### src/rtl/decode_issue_queue.sv
// decode_issue_queue: merges NUM_SRC format-decoder outputs into one in-order
// FIFO with a valid/ready head, an early stall for the upstream pipeline and a
// selective flush that discards every entry younger than a given major ID.
module decode_issue_queue #(
  parameter int NUM_SRC                 = 3,
  parameter int DEPTH                   = 8,
  parameter int STALL_SLACK             = 2,
  parameter int instructionCounterWidth = 64,
  parameter int PAYLOAD_W               = 200,
  parameter int CNT_W                   = $clog2(DEPTH + 1)
) (
  input  logic                                   clock_i,
  input  logic                                   reset_i,
  input  logic [NUM_SRC-1:0]                     srcValid_i,
  input  logic [NUM_SRC*instructionCounterWidth-1:0] srcMajId_i,
  input  logic [NUM_SRC*PAYLOAD_W-1:0]           srcPayload_i,
  input  logic                                   flush_i,
  input  logic [instructionCounterWidth-1:0]     flushMajId_i,
  input  logic                                   ready_i,
  output logic                                   valid_o,
  output logic [instructionCounterWidth-1:0]     majId_o,
  output logic [PAYLOAD_W-1:0]                   payload_o,
  output logic                                   stall_o,
  output logic [CNT_W-1:0]                       count_o,
  output logic                                   multiHotError_o,
  output logic                                   overflowError_o
);

  localparam int IW    = instructionCounterWidth;
  localparam int PTR_W = $clog2(DEPTH);

  // Storage is deliberately not reset; head outputs are only meaningful with valid_o.
  logic [IW-1:0]        id_mem [DEPTH];
  logic [PAYLOAD_W-1:0] pl_mem [DEPTH];

  logic [PTR_W-1:0]     rd_q, rd_d, wr_q, wr_d;
  logic [CNT_W-1:0]     count_q, count_d, surv;
  logic                 mh_q, mh_d, ov_q, ov_d;
  logic [IW-1:0]        sel_id;
  logic [PAYLOAD_W-1:0] sel_pl;
  logic                 head_keep, full, pop, push_req, push;

  // Lowest-index valid source wins; source 0 lives in the MSBs of every bus.
  always_comb begin
    sel_id = '0;
    sel_pl = '0;
    for (int s = NUM_SRC - 1; s >= 0; s--) begin
      if (srcValid_i[NUM_SRC-1-s]) begin
        sel_id = srcMajId_i[(NUM_SRC-1-s)*IW +: IW];
        sel_pl = srcPayload_i[(NUM_SRC-1-s)*PAYLOAD_W +: PAYLOAD_W];
      end
    end
  end

  // Entries are in ascending ID order, so counting retained IDs gives the surviving prefix length.
  always_comb begin
    surv = '0;
    for (int i = 0; i < DEPTH; i++) begin
      if ((CNT_W'(i) < count_q) && (id_mem[rd_q + PTR_W'(i)] <= flushMajId_i))
        surv = surv + 1'b1;
    end
  end

  assign head_keep = !flush_i || (id_mem[rd_q] <= flushMajId_i);
  assign full      = (count_q == CNT_W'(DEPTH));
  assign pop       = valid_o && ready_i && head_keep;
  assign push_req  = (|srcValid_i) && !flush_i;
  assign push      = push_req && (!full || pop);

  // Pointer, occupancy and sticky-error next state.
  always_comb begin
    rd_d = rd_q + PTR_W'(pop);
    if (flush_i) begin
      wr_d    = rd_q + surv[PTR_W-1:0];
      count_d = surv - CNT_W'(pop);
    end else begin
      wr_d    = wr_q + PTR_W'(push);
      count_d = count_q - CNT_W'(pop) + CNT_W'(push);
    end
    mh_d = mh_q || ($countones(srcValid_i) > 1);
    ov_d = ov_q || (push_req && full && !pop);
  end

  // Control state register.
  always_ff @(posedge clock_i or negedge reset_i) begin
    if (!reset_i) begin
      rd_q    <= '0;
      wr_q    <= '0;
      count_q <= '0;
      mh_q    <= 1'b0;
      ov_q    <= 1'b0;
    end else begin
      rd_q    <= rd_d;
      wr_q    <= wr_d;
      count_q <= count_d;
      mh_q    <= mh_d;
      ov_q    <= ov_d;
    end
  end

  // Entry write on an accepted push.
  always_ff @(posedge clock_i) begin
    if (push) begin
      id_mem[wr_q] <= sel_id;
      pl_mem[wr_q] <= sel_pl;
    end
  end

  assign valid_o         = (count_q != '0);
  assign majId_o         = id_mem[rd_q];
  assign payload_o       = pl_mem[rd_q];
  assign stall_o         = (count_q >= CNT_W'(DEPTH - STALL_SLACK));
  assign count_o         = count_q;
  assign multiHotError_o = mh_q;
  assign overflowError_o = ov_q;

endmodule

### config.mk
export PLATFORM = sky130hd
export DESIGN_NAME = decode_issue_queue
export DESIGN_NICKNAME = d
export VERILOG_FILES = /design/src/rtl/decode_issue_queue.sv
export SDC_FILE = /design/constraint.sdc
export NUM_CORES = 2
export LEC_CHECK = 0
export BUFFER_PORTS_ARGS = -buffer_cell sky130_fd_sc_hd__buf_2
export CAP_MARGIN = 10
export CORE_ASPECT_RATIO = 0.75
export CORE_MARGIN = 2
export CORE_UTILIZATION = 35
export DETAILED_ROUTE_END_ITERATION = 7
export GPL_TIMING_DRIVEN = 1
export PLACE_DENSITY_LB_ADDON = 0.2
export SETUP_SLACK_MARGIN = 0.5
export SYNTH_ARGS = -nofsm -noshare
export SYNTH_HDL_FRONTEND = slang
export SYNTH_SLANG_ARGS = --single-unit
### constraint.sdc
create_clock -name clock_i -period 65.1 [get_ports clock_i]
set_input_delay 16.275 -clock clock_i [delete_from_list [all_inputs] [get_ports clock_i]]
set_output_delay 16.275 -clock clock_i [all_outputs]
set_load 0.01 [all_outputs]
==> flow_summary.yaml <==
run_status:
  status: "finished, final reports clean"
clock_network:
  ctsHoldBuffers: 0
  path_clk_slew_ns: 0.06
  cts_tree: "yes"
  numCtsBuffers: 223
  cts_sinks: 2124
  cts_max_path_buffers: 4
  ctsResizeCount: 0
  ctsHtreeMaxLevel: 4
  cts_setup_buffers: 0
  clk-insertion-delay-late_ns: 0.94
  cts-root-buf: "clkbuf_16"
power_and_ir_drop:
  powerDensity_mw_per_mm2: 55.5
  clockPowerShare: 0.175
  seq_power_share: 0.250
  p_int_mw: 4.11
  switching_share: 0.427
  leakage_nw: 47.5
  netSwitchingPower_mw: 3.06
  combinationalPowerShare: 0.575
  finalPower_mw: 7.17
  peakVddDrop_mv: 0.0639
placed_design:
  dp.cells: 12600
  port-buffer-count: 1134
  place_congestion: 0.971
  dpl-instance-area_sq_mm: 0.122
  pre_cts_ws_ns: 40.50
  dp_hpwl_microns: 247000
final_layout:
  final_cells: 13000
  finalNetCount: 9944
  final_util: 0.408
  multi_input_area_sq_mm: 0.0454
  fin_area_sq_mm: 0.129
  fill_cells: 29100
  drive_gt1_frac: 0.327
  ff_latch_area_sq_mm: 0.0637
  syn_to_final_growth_pct: 16.3
die:
  core_area_sq_mm: 0.316
  fp.dieW_microns: 654
  die_area_sq_mm: 0.322
  start_util: 0.351
  row_count: 179
  die_height_microns: 492
  io_pins: 1135
sta:
  worst_pin_slew_ns: 1.37
  tns_ns: 0
  hold_slack_ns: 0.506
  skew_ns: 0.0811
  finalWorstSetupSlack_ns: 41.23
  fin_crit_ns: 23.87
  hold_violations: 0
  setup_viol: 0
  relSlewSlack: 0.0811
  timing.final.crit_share: 0.367
  finalMaxSlewViolations: 0
  fmax_mhz: 41.9
  rsz0062_at_grt: "no"
synthesis:
  syn_nets: 8849
  ys.flop_type: "edfxtp_1"
  synth_edf_count: 2112
  ys_seq_area_frac: 0.574
  synthTopCellsByArea: "edfxtp_1 (57%), mux4_2 (19%), ha_1 (6.1%), nand2_1 (5.7%), mux2_2 (2.6%)"
  synth_top_area_share: 0.571
  synth_top_area_cell: "edfxtp_1"
  netlist_instances: 7447
  netlist_area_sq_mm: 0.111
  synth-seq-cells: 2124
  avgSynthCellArea_sq_um: 14.9
  yosysWarnings: 0
  synthDistinctLibCells: 83
  synthArstFlopShare: 0.00565
hold_path:
  min_path_type: "reg2reg"
grt:
  antenna_found_initial: 28
  track_usage: 0.220
  grt_max_degree: 134
  grt_pass1_vias: 71000
  grt.overflow.total: 0
  grt_pass1_wl_microns: 514000
drt:
  drc: 0
  ant_nets: 0
  wire_per_inst_microns: 28.0
  wirelength_microns: 363000
  drt_first_pass_iters: 5
  vias_per_cell: 5.59
  first_iter_violations: 7357
  vias: 72500
setup_path:
  cp.arrival_ns: 24.67
  r2r-start: "rd_q[1]"
  path_buf_inv: 5
  crit_path_end_kind: "flop"
  cp.depth: 42
  reg2reg_depth: 49
  cp-start-kind: "input port"
  cp_slowest_cell: "a211oi_1"
  worst-path-max-fanout: 8
  crit_path_end: "wr_q[2]"
  startpoint: "flushMajId_i[2]"
  slowest_delay_ns: 0.46
  reg2reg_slack_ns: 51.57
  crit_required_ns: 65.90
  critPathKind: "in2reg"
  worstReg2RegEnd: "wr_q[2]"
  crit_path_frequent_cell: "ha_1"
  cp_top_family: "compound AO/OA/AOI/OAI gates"
run:
  drv_cap: 0
cell usage in the layout, fill, tap and decap left out, drive strengths merged, types with 25 or more instances in the layout:
cell type and n:
clkbuf 274, a21oi 167, ha 537, nor2b 27, edfxtp 2112, mux2 258, nor3 25, o21ai 349
nand2 1701, a21o 99, inv 98, buf 1305, mux4 912, nor2 73, a211oi 29, a22oi 263
nand4 89, clkinv 96, nand3 48
area by class of cell:
cell class | instances | share of cell area
flip-flops and latches | 2124 | 0.494
repair buffers | 1316 | 0.0559
inverters | 91 | 0.00267
clock buffers | 263 | 0.0446
well taps | 4253 | 0.0412
clock inverters | 136 | 0.0100
diodes | 5 | 0.0000969
multi-input cells | 4786 | 0.352
worst reg2reg max path, delay by kind of cell, from the launching register on:
| family | cells | cell delay, ns |
|---|---|---|
| adder cells (fa/ha/maj) | 9 | 3.40 |
| multiplexers | 1 | 0.68 |
| buffers and inverters | 8 | 3.54 |
| AND/OR/NAND/NOR | 11 | 1.40 |
| XOR/XNOR | 2 | 0.35 |
| AO/OA/AOI/OAI | 18 | 3.20 |
| flip-flops | 1 | 0.86 |
flip-flops by register name, indices dropped and copies added, names as in the netlist:
name and cells:
count_o 4, id_mem 512, multiHotError_o 1, overflowError_o 1, pl_mem 1600, rd_q 3, wr_q 3
power by group through the flow:
stage	Sequential [mW]	Combinational [mW]	Clock (mW)
after floorplan	1.87	2.75	0
after global placement	1.81	4.09	0
after detailed placement	1.82	4.11	0
after CTS	1.79	4.13	1.29
after global routing	1.81	4.49	1.34
final	1.79	4.12	1.25
cell families (layout without fill, tap and decap cells):
family | Yosys count | count (layout) | synth area share
mux | 1179 | 1179 | 0.212
xor+xnor | 25 | 25 | 0.00255
compound gates | 996 | 996 | 0.0566
buf+inv | 537 | 1806 | 0.0182
simple gates | 2047 | 2047 | 0.0757
flops | 2124 | 2124 | 0.574
fa+ha+maj | 539 | 539 | 0.0609
other cells | 0 | 5 | 0
cells in the mapped netlist, types with 4 or more instances:
| library cell | instances |
|---|---|
| a2111oi_0 | 6 |
| a211o_1 | 6 |
| a211oi_1 | 26 |
| a21boi_0 | 4 |
| a21o_1 | 99 |
| a21oi_1 | 167 |
| a221oi_1 | 5 |
| a22oi_1 | 263 |
| a31oi_1 | 7 |
| and2_1 | 5 |
| and3_1 | 8 |
| and4_1 | 12 |
| buf_1 | 149 |
| clkbuf_1 | 297 |
| dfrtp_1 | 12 |
| edfxtp_1 | 2112 |
| ha_1 | 537 |
| inv_1 | 88 |
| mux2_2 | 258 |
| mux2i_1 | 9 |
| mux4_2 | 912 |
| nand2_1 | 1700 |
| nand2b_1 | 21 |
| nand3_1 | 48 |
| nand4_1 | 87 |
| nor2_1 | 73 |
| nor2b_1 | 26 |
| nor3_1 | 23 |
| nor4_1 | 15 |
| nor4_2 | 4 |
| o211ai_1 | 12 |
| o21a_1 | 11 |
| o21ai_0 | 344 |
| o21ai_1 | 4 |
| o21bai_1 | 8 |
| o221ai_1 | 5 |
| or3_1 | 5 |
| xnor2_1 | 12 |
| xor2_1 | 8 |
per-layer routing:
layer,wire (microns),vias up,global-route usage
li1,-,31700,-
met1,156000,37500,0.308
met2,169000,2829,0.350
met3,27700,433,0.0449
met4,10100,0,0.0572
met5,0,-,0
worst min path at each step:
stage / cells past startpoint / slack, ns / startpoint / endpoint
2_1_floorplan: 1 / 0.50 / overflowError_o / overflowError_o
3_3_place_gp: 1 / 0.44 / multiHotError_o / multiHotError_o
3_5_place_dp: 1 / 0.49 / multiHotError_o / multiHotError_o
4_1_cts: 1 / 0.50 / multiHotError_o / multiHotError_o
5_1_grt: 1 / 0.52 / multiHotError_o / multiHotError_o
6_report: 1 / 0.51 / multiHotError_o / multiHotError_o
(Power assumes the default switching activity.)
